### src/rtl/nec_divider.sv
// Iterative restoring divider for DIVU/DIV, byte (16/8) and word (32/16).
// One quotient bit per cycle; signs are stripped in PREP and reapplied in FIX.
module nec_divider (
    input  logic        clk,
    input  logic        reset_n,
    input  logic        start,
    input  logic        wide,
    input  logic        signed_op,
    input  logic [31:0] dividend,
    input  logic [15:0] divisor,
    output logic        busy,
    output logic        done,
    output logic        div_error,
    output logic [15:0] quotient,
    output logic [15:0] remainder
);

    typedef enum logic [2:0] {IDLE, PREP, ITER, FIX, DONE} state_t;

    state_t      state, state_nxt;

    // latched operands
    logic        wide_q, sgn_q;
    logic [31:0] dvd_q;
    logic [15:0] dvs_q;

    // working registers
    logic        qneg, rneg;
    logic [15:0] dvsm_q;   // divisor magnitude
    logic [15:0] rem_q;    // partial remainder (always < divisor magnitude)
    logic [15:0] shreg;    // dividend low bits out at MSB, quotient bits in at LSB
    logic [3:0]  cnt;

    // PREP datapath
    logic        dvd_neg, dvs_neg, pre_err;
    logic [31:0] dvd_mag;
    logic [15:0] dvs_mag, dvs_low, upper, lower;

    // ITER / FIX datapath
    logic [16:0] shifted, trial;
    logic        ge, rng_err;
    logic [15:0] q_mag, r_mag, q_lim, q_fix, r_fix;

    // Magnitudes and pre-check; byte lower half is MSB-aligned so the next bit is always shreg[15]
    always_comb begin
        dvd_neg = sgn_q & (wide_q ? dvd_q[31] : dvd_q[15]);
        dvs_neg = sgn_q & (wide_q ? dvs_q[15] : dvs_q[7]);
        dvs_low = wide_q ? dvs_q : {8'h00, dvs_q[7:0]};
        if (wide_q) dvd_mag = dvd_neg ? 32'd0 - dvd_q : dvd_q;
        else        dvd_mag = {16'h0000, dvd_neg ? 16'd0 - dvd_q[15:0] : dvd_q[15:0]};
        if (wide_q) dvs_mag = dvs_neg ? 16'd0 - dvs_q : dvs_q;
        else        dvs_mag = {8'h00, dvs_neg ? 8'd0 - dvs_q[7:0] : dvs_q[7:0]};
        upper   = wide_q ? dvd_mag[31:16] : {8'h00, dvd_mag[15:8]};
        lower   = wide_q ? dvd_mag[15:0]  : {dvd_mag[7:0], 8'h00};
        pre_err = (dvs_low == 16'h0000) || (upper >= dvs_mag);
    end

    // Restoring step, sign fix-up and signed range check
    always_comb begin
        shifted = {rem_q, shreg[15]};
        ge      = shifted >= {1'b0, dvsm_q};
        trial   = shifted - {1'b0, dvsm_q};
        q_mag   = wide_q ? shreg : {8'h00, shreg[7:0]};
        r_mag   = wide_q ? rem_q : {8'h00, rem_q[7:0]};
        if (wide_q) q_lim = qneg ? 16'h8000 : 16'h7FFF;
        else        q_lim = qneg ? 16'h0080 : 16'h007F;
        rng_err = sgn_q & (q_mag > q_lim);
        if (wide_q) begin
            q_fix = qneg ? 16'd0 - q_mag : q_mag;
            r_fix = rneg ? 16'd0 - r_mag : r_mag;
        end else begin
            q_fix = {8'h00, qneg ? 8'd0 - q_mag[7:0] : q_mag[7:0]};
            r_fix = {8'h00, rneg ? 8'd0 - r_mag[7:0] : r_mag[7:0]};
        end
    end

    // State register
    always_ff @(posedge clk or negedge reset_n) begin
        if (!reset_n) state <= IDLE;
        else          state <= state_nxt;
    end

    // Next state and status outputs
    always_comb begin
        state_nxt = state;
        busy      = 1'b0;
        done      = 1'b0;
        case (state)
            IDLE: if (start) state_nxt = PREP;
            PREP: begin
                busy      = 1'b1;
                state_nxt = pre_err ? DONE : ITER;
            end
            ITER: begin
                busy = 1'b1;
                if (cnt == 4'd0) state_nxt = FIX;
            end
            FIX: begin
                busy      = 1'b1;
                state_nxt = DONE;
            end
            DONE: begin
                done      = 1'b1;
                state_nxt = IDLE;
            end
            default: state_nxt = IDLE;
        endcase
    end

    // Operand latch, iteration datapath and result registers (loaded on entry to DONE)
    always_ff @(posedge clk or negedge reset_n) begin
        if (!reset_n) begin
            wide_q    <= 1'b0;
            sgn_q     <= 1'b0;
            dvd_q     <= 32'h0;
            dvs_q     <= 16'h0;
            qneg      <= 1'b0;
            rneg      <= 1'b0;
            dvsm_q    <= 16'h0;
            rem_q     <= 16'h0;
            shreg     <= 16'h0;
            cnt       <= 4'd0;
            div_error <= 1'b0;
            quotient  <= 16'h0;
            remainder <= 16'h0;
        end else begin
            case (state)
                IDLE: if (start) begin
                    wide_q <= wide;
                    sgn_q  <= signed_op;
                    dvd_q  <= dividend;
                    dvs_q  <= divisor;
                end
                PREP: begin
                    qneg   <= dvd_neg ^ dvs_neg;
                    rneg   <= dvd_neg;
                    dvsm_q <= dvs_mag;
                    rem_q  <= upper;
                    shreg  <= lower;
                    cnt    <= wide_q ? 4'd15 : 4'd7;
                    if (pre_err) begin
                        div_error <= 1'b1;
                        quotient  <= 16'h0;
                        remainder <= 16'h0;
                    end
                end
                ITER: begin
                    rem_q <= ge ? trial[15:0] : shifted[15:0];
                    shreg <= {shreg[14:0], ge};
                    if (cnt != 4'd0) cnt <= cnt - 4'd1;
                end
                FIX: begin
                    div_error <= rng_err;
                    quotient  <= rng_err ? 16'h0 : q_fix;
                    remainder <= rng_err ? 16'h0 : r_fix;
                end
                default: ;
            endcase
        end
    end

endmodule

### config.mk
export PLATFORM = sky130hd
export DESIGN_NAME = nec_divider
export DESIGN_NICKNAME = d
export VERILOG_FILES = /design/src/rtl/nec_divider.sv
export SDC_FILE = /design/constraint.sdc
export NUM_CORES = 1
export LEC_CHECK = 0
export CAP_MARGIN = 20
export CORE_ASPECT_RATIO = 1.5
export CORE_MARGIN = 2
export CORE_UTILIZATION = 45
export CTS_CLUSTER_SIZE = 10
export DETAILED_ROUTE_END_ITERATION = 16
export PLACE_DENSITY_LB_ADDON = 0.12
export SETUP_SLACK_MARGIN = 0.15
export SLEW_MARGIN = 10
export SYNTH_ARGS = -nofsm -noshare
export SYNTH_HDL_FRONTEND = slang
export SYNTH_SLANG_ARGS = --single-unit
### constraint.sdc
create_clock -name clk -period 4.9 [get_ports clk]
set_input_delay 0.98 -clock clk [delete_from_list [all_inputs] [get_ports clk]]
set_output_delay 0.98 -clock clk [all_outputs]
set_load 0.1 [all_outputs]
==> impl_metrics.csv, run 1 <==
group,metric,value,unit
outcome,outcome,"completed",
sta,slew_viol_final,0,
placed_design,io_buffers,87,
worst_hold_path,hold_depth,2,
placed_design,preCtsSetupSlack,0.355,ns
sta,hold_viol_final,0,
critical_path,rrSetupSlack,0.53,ns
global_routing,grt_use_met2,41.1,%
sta,final-setup-viol-count,0,
sta,holdWs,0.481,ns
global_routing,overflow,0,
synthesis,ys.flop_type,"dfrtp_1",
die,dieArea,21800,µm²
synthesis,syn_nets,1114,
placed_design,hpwl,19300,µm
sta,fmaxAchievable,229,MHz
route,routed_via_density,5.74,
sta,grt_setup_unrepaired,"false",
sta,period_minus_slack,4.37,ns
final_layout,stdcell_count,1365,
route,avgRoutedWirePerCell,18.5,µm
global_routing,grt_usage,24.1,%
clock_network,cts_made_buffers,17,
global_routing,antenna_found_initial,0,
synthesis,yosysWarnings,0,
global_routing,grt_pass1_wl,41500,µm
die,rows,64,
sta,timing.setup.tns,0,ns
die,initial_core_util,45.6,%
final_layout,nNetsFinal,1197,
synthesis,ys_types,74,
global_routing,grt_max_degree,62,
critical_path,path_cells,"or4_1, or4_1, o21ai_0, xor2_1, mux2_2, nand2_1, ha_1, a21o_1, a21o_1, a21oi_1, o31ai_1, a221oi_1, nor2_2, buf_4, o22ai_1",
sta,min_period_over_period,89.1,%
clock_network,worstSkewPairLatency,0.43,ns
critical_path,worstSetupEndpointType,"flip-flop",
clock_network,clk_path_buf_depth,2,
sta,skew,0.00812,ns
critical_path,max_stage_delay,0.69,ns
clock_network,cts.clk_slew.worst_paths,0.06,ns
die,die_height,180,µm
route,drcViolationCount,0,
clock_network,cts.sinks,140,
worst_hold_path,min_path_type,"flip-flop to flip-flop",
critical_path,reg2regPathDepth,15,
synthesis,synth_seq_cells,140,
sta,slew_headroom,34.2,%
clock_network,cts-root-buf,"clkbuf_16",
final_layout,n_antenna_cell,0,
final_layout,syn_to_final_growth,20.1,%
synthesis,ys_seq_area_share,37.8,%
placed_design,place_inst,1333,
die,dieWidth,121,µm
die,core,20300,µm²
synthesis,synth_area,9270,µm²
global_routing,met3_usage,3.59,%
synthesis,async_flop_share,100,%
route,drt_iter0_markers,448,
placed_design,gp_congestion,0.956,
critical_path,worstPathRequired,5.25,ns
clock_network,cts_max_level,4,
critical_path,crit_arrival,4.71,ns
critical_path,crit_fanout,14,
clock_network,postCtsSetupBuffers,0,
critical_path,cp_slowest_cell,"or4_1",
final_layout,layout-drive-gt1-share,11.5,%
critical_path,startpoint_type,"flip-flop",
route,route.vias.total,7831,
synthesis,avgSynthCellArea,9.22,µm²
run,maxCapViolCount,0,
sta,setup_ws,0.532,ns
global_routing,grt_pass1_vias,7839,
critical_path,path_class,"flip-flop to flip-flop",
global_routing,use_met1,31.5,%
clock_network,cts_tree,"built",
route,ant_nets,0,
global_routing,busiest_layer,"met2",
synthesis,syn_inst,1005,
route,drtPass1Iterations,5,
route,wl,25300,µm
synthesis,synth_edf_count,0,
die,ios,88,
clock_network,cts_hold_buf,0,
sta,worstMarginPinSlew,0.984,ns
[flip-flops by register name, indices dropped and copies added (netlist names)]
name and flops:
dvsm_q 16, remainder 16, cnt 4, dvs_q 16, qneg 1, sgn_q 1
rem_q 16, wide_q 1, quotient 16, rneg 1, state 3, shreg 16
div_error 1, dvd_q 32
[area by class of cell]
| cell class | instances | area, µm² |
|---|---|---|
| Timing Repair Buffer | 113 | 1070 |
| Clock inverter | 13 | 189 |
| Multi-Input combinational cell | 776 | 5450 |
| Fill cell | 1945 | 9210 |
| Sequential cell | 140 | 3500 |
| Inverter | 40 | 150 |
| Clock buffer | 19 | 443 |
| Tap cell | 264 | 330 |
[routing by layer]
metal	vias up	routed length, µm
met4	0	473
met5	-	0
met3	28	901
met1	3778	11000
li1	3838	-
met2	187	12900
[logic make-up after synthesis]
kind of cell	synth area share [%]
and+or+nand+nor	15.9
AOI/OAI and AO/OA	19.0
DFF	37.8
buffers and inverters	3.69
xor gates and xnor gates	7.75
muxes	8.27
adders and majority gates	7.64
[timing repair]
item / CTS / global route
endpoints found under the hold margin: 0 / 0
setup endpoints to repair: 0 / 27
gates resized for setup: 0 / 4
[Yosys cell counts (36+ instances only)]
master	n	share of area (%)
a21oi_1	43	2.3
xnor2_1	40	3.8
ha_1	55	7.4
xor2_1	42	4.0
inv_1	39	1.6
nand2_1	115	4.7
dfrtp_1	140	38
o22ai_1	36	2.4
o21ai_0	69	3.7
nor2_1	56	2.3
clkbuf_1	41	1.7
mux2_2	51	6.2
[cell usage in the layout, fill, tap and decap left out, types with 40 or more instances in the layout]
cell,count
mux2_2,51
a21oi_1,43
dfrtp_1,140
clkdlybuf4s50_1,86
o21ai_0,69
ha_1,55
nand2_1,115
xor2_1,42
nor2_1,55
xnor2_1,40
[worst max-delay path, delay by kind of cell (launching register included)]
family,cells,cell delay (ns)
simple gates,4,1.43
buf+inv,1,0.24
mux,1,0.19
compound gates,7,1.47
flops,1,0.42
fa+ha+maj,1,0.31
xor+xnor,1,0.22
[path summary, 6_finish.rpt]
| check | from | to |
|---|---|---|
| worst max-delay path | dvd_q[7]$_DFFE_PN0P_ | quotient[3]$_DFFE_PN0P_ |
| worst min-delay path | dvsm_q[11]$_DFFE_PN0P_ | dvsm_q[11]$_DFFE_PN0P_ |
| worst max register to register | dvd_q[7]$_DFFE_PN0P_ | quotient[3]$_DFFE_PN0P_ |
| worst min register to register | dvsm_q[11]$_DFFE_PN0P_ | dvsm_q[11]$_DFFE_PN0P_ |
| max in group asynchronous | reset_n | dvd_q[6]$_DFFE_PN0P_ |
| min in group asynchronous | reset_n | rem_q[4]$_DFFE_PN0P_ |
[metrics by stage]
step	utilization, %	instance area (µm²)
2_1_floorplan	-	9270
3_3_place_gp	51.5	10500
3_5_place_dp	51.5	10500
4_1_cts	54.7	11100
5_1_grt	54.7	11100
6_report	54.7	11100
Power of run 1 is not shown: default switching activity piles up to over one toggle a cycle in this logic, so the estimate is an artifact.
==> run 2, diff against run 1 <==
- REMOVE_ABC_BUFFERS: not set -> 1
==> impl_metrics.csv, run 2 (same netlist as run 1, synthesis figures left out) <==
group,metric,value,unit
clock_network,worstSkewPairLatency,0.43,ns
critical_path,worstPathRequired,5.25,ns
final_layout,layout-drive-gt1-share,11.0,%
clock_network,cts_max_level,4,
clock_network,cts_made_buffers,17,
die,core,20300,µm²
die,die_height,180,µm
die,dieArea,21800,µm²
clock_network,cts_hold_buf,0,
global_routing,grt_use_met2,40.2,%
global_routing,grt_pass1_vias,7660,
critical_path,crit_arrival,4.83,ns
final_layout,final_cell_mix,"140 x dfrtp_1, 115 x nand2_1, 86 x clkdlybuf4s50_1, 69 x o21ai_0",
clock_network,cts.clk_slew.worst_paths,0.06,ns
global_routing,grt_max_degree,103,
final_layout,post-route-util,54.2,%
global_routing,met3_usage,3.46,%
worst_hold_path,min_path_type,"flip-flop to flip-flop",
die,initial_core_util,45.6,%
sta,worstMarginPinSlew,0.987,ns
critical_path,r2r_end,"quotient[3]$_DFFE_PN0P_",
final_layout,final.fill_count,1944,
placed_design,hpwl,18400,µm
placed_design,gp_congestion,0.863,
global_routing,busiest_layer,"met2",
sta,slew_viol_final,0,
run,maxCapViolCount,0,
critical_path,crit_fanout,32,
route,drtPass1Iterations,5,
route,wl,24600,µm
global_routing,antenna_found_initial,0,
route,route.vias.total,7742,
clock_network,cts_tree,"built",
sta,final-setup-viol-count,0,
placed_design,dpl-instance-area,10400,µm²
global_routing,grt_usage,23.6,%
sta,timing.setup.tns,0,ns
sta,hold_viol_final,0,
clock_network,clk_path_buf_depth,2,
global_routing,grt_pass1_wl,41000,µm
critical_path,startpoint,"dvd_q[9]$_DFFE_PN0P_",
critical_path,reg2regPathDepth,14,
worst_hold_path,min_to,"dvsm_q[10]$_DFFE_PN0P_",
placed_design,place_inst,1328,
placed_design,io_buffers,87,
clock_network,cts-root-buf,"clkbuf_16",
route,drt_iter0_markers,476,
final_layout,stdcell_count,1359,
critical_path,path_class,"flip-flop to flip-flop",
final_layout,final_common_cell,"dfrtp_1",
final_layout,final_cell_area,11000,µm²
worst_hold_path,hold_depth,2,
clock_network,cts.sinks,140,
worst_hold_path,worstHoldStart,"dvsm_q[10]$_DFFE_PN0P_",
route,avgRoutedWirePerCell,18.1,µm
sta,skew,0.0117,ns
critical_path,rrSetupSlack,0.41,ns
sta,period_minus_slack,4.49,ns
clock_network,ctsResizeCount,0,
final_layout,n_antenna_cell,0,
sta,min_period_over_period,91.6,%
critical_path,r2r-start,"dvd_q[9]$_DFFE_PN0P_",
die,rows,64,
die,dieWidth,121,µm
global_routing,overflow,0,
clock_network,postCtsSetupBuffers,0,
sta,fmaxAchievable,223,MHz
final_layout,largest_reg_flops,32,
route,ant_nets,0,
outcome,outcome,"completed",
final_layout,regMostFlops,"dvd_q",
route,drcViolationCount,0,
sta,slew_headroom,34.2,%
critical_path,startpoint_type,"flip-flop",
die,ios,88,
final_layout,nNetsFinal,1192,
final_layout,syn_to_final_growth,19.0,%
sta,grt_setup_unrepaired,"false",
critical_path,worstSetupEndpointType,"flip-flop",
global_routing,use_met1,31.2,%
route,routed_via_density,5.70,
[run 2: cell types whose count changed in the layout (fill, tap and decap cells not counted), moves of 2 or more]
| cell | previous run | this run |
|---|---|---|
| nor4_2 | 0 | 2 |
| buf_4 | 26 | 21 |
| clkinvlp_4 | 2 | 4 |
| bufinv_16 | 4 | 2 |
[run 2: stage by stage]
step,hold WS [ns],worst slack [ns]
2_1_floorplan,0.450,-2.14
3_3_place_gp,0.463,0.475
3_5_place_dp,0.471,0.335
4_1_cts,0.484,0.292
5_1_grt,0.503,0.163
6_report,0.476,0.414
[run 2: routing by layer]
metal | part of all wire (%) | wire length (µm)
met1 | 44 | 10900
met2 | 50 | 12300
met3 | 3.5 | 869
met4 | 2.0 | 481
met5 | 0 | 0
[run 2: how the worst max path moves through the flow]
stage	to	slack (ns)	cells past startpoint
after floorplan	dvd_q[10]$_DFFE_PN0P_	-2.14	2
after global placement	quotient[2]$_DFFE_PN0P_	0.47	14
after detailed placement	remainder[11]$_DFFE_PN0P_	0.34	14
after CTS	remainder[11]$_DFFE_PN0P_	0.29	14
after global routing	remainder[13]$_DFFE_PN0P_	0.16	14
final	quotient[3]$_DFFE_PN0P_	0.41	14
[run 2: area by class of cell]
cell class | instances | area, µm² | share of cell area [%]
Multi-Input combinational cell | 776 | 5440 | 49.3
Sequential cell | 140 | 3500 | 31.8
Timing Repair Buffer | 108 | 1030 | 9.34
Clock buffer | 18 | 429 | 3.89
Tap cell | 264 | 330 | 3.00
Inverter | 40 | 150 | 1.36
Clock inverter | 13 | 144 | 1.30
[run 2: worst max-delay path, stage by stage (launching register included)]
cell	delay, ns
dfrtp_1	0.41
or4_1	0.69
nor4_2	0.40
nand2_1	0.19
o31a_1	0.36
xnor2_1	0.27
nor2_1	0.08
ha_1	0.29
a21o_1	0.18
a22o_1	0.22
a2111oi_1	0.55
nand2b_1	0.20
buf_4	0.32
nand2_1	0.10
o22ai_1	0.15
Power of run 2 is left out for the same reason.
==> run 3, diff against run 2 <==
- TNS_END_PERCENT: not set -> 10
==> results of run 3 <==
Same layout as run 2: the final DEF is identical, and so are final timing and power.
Power of run 3 is left out for the same reason.
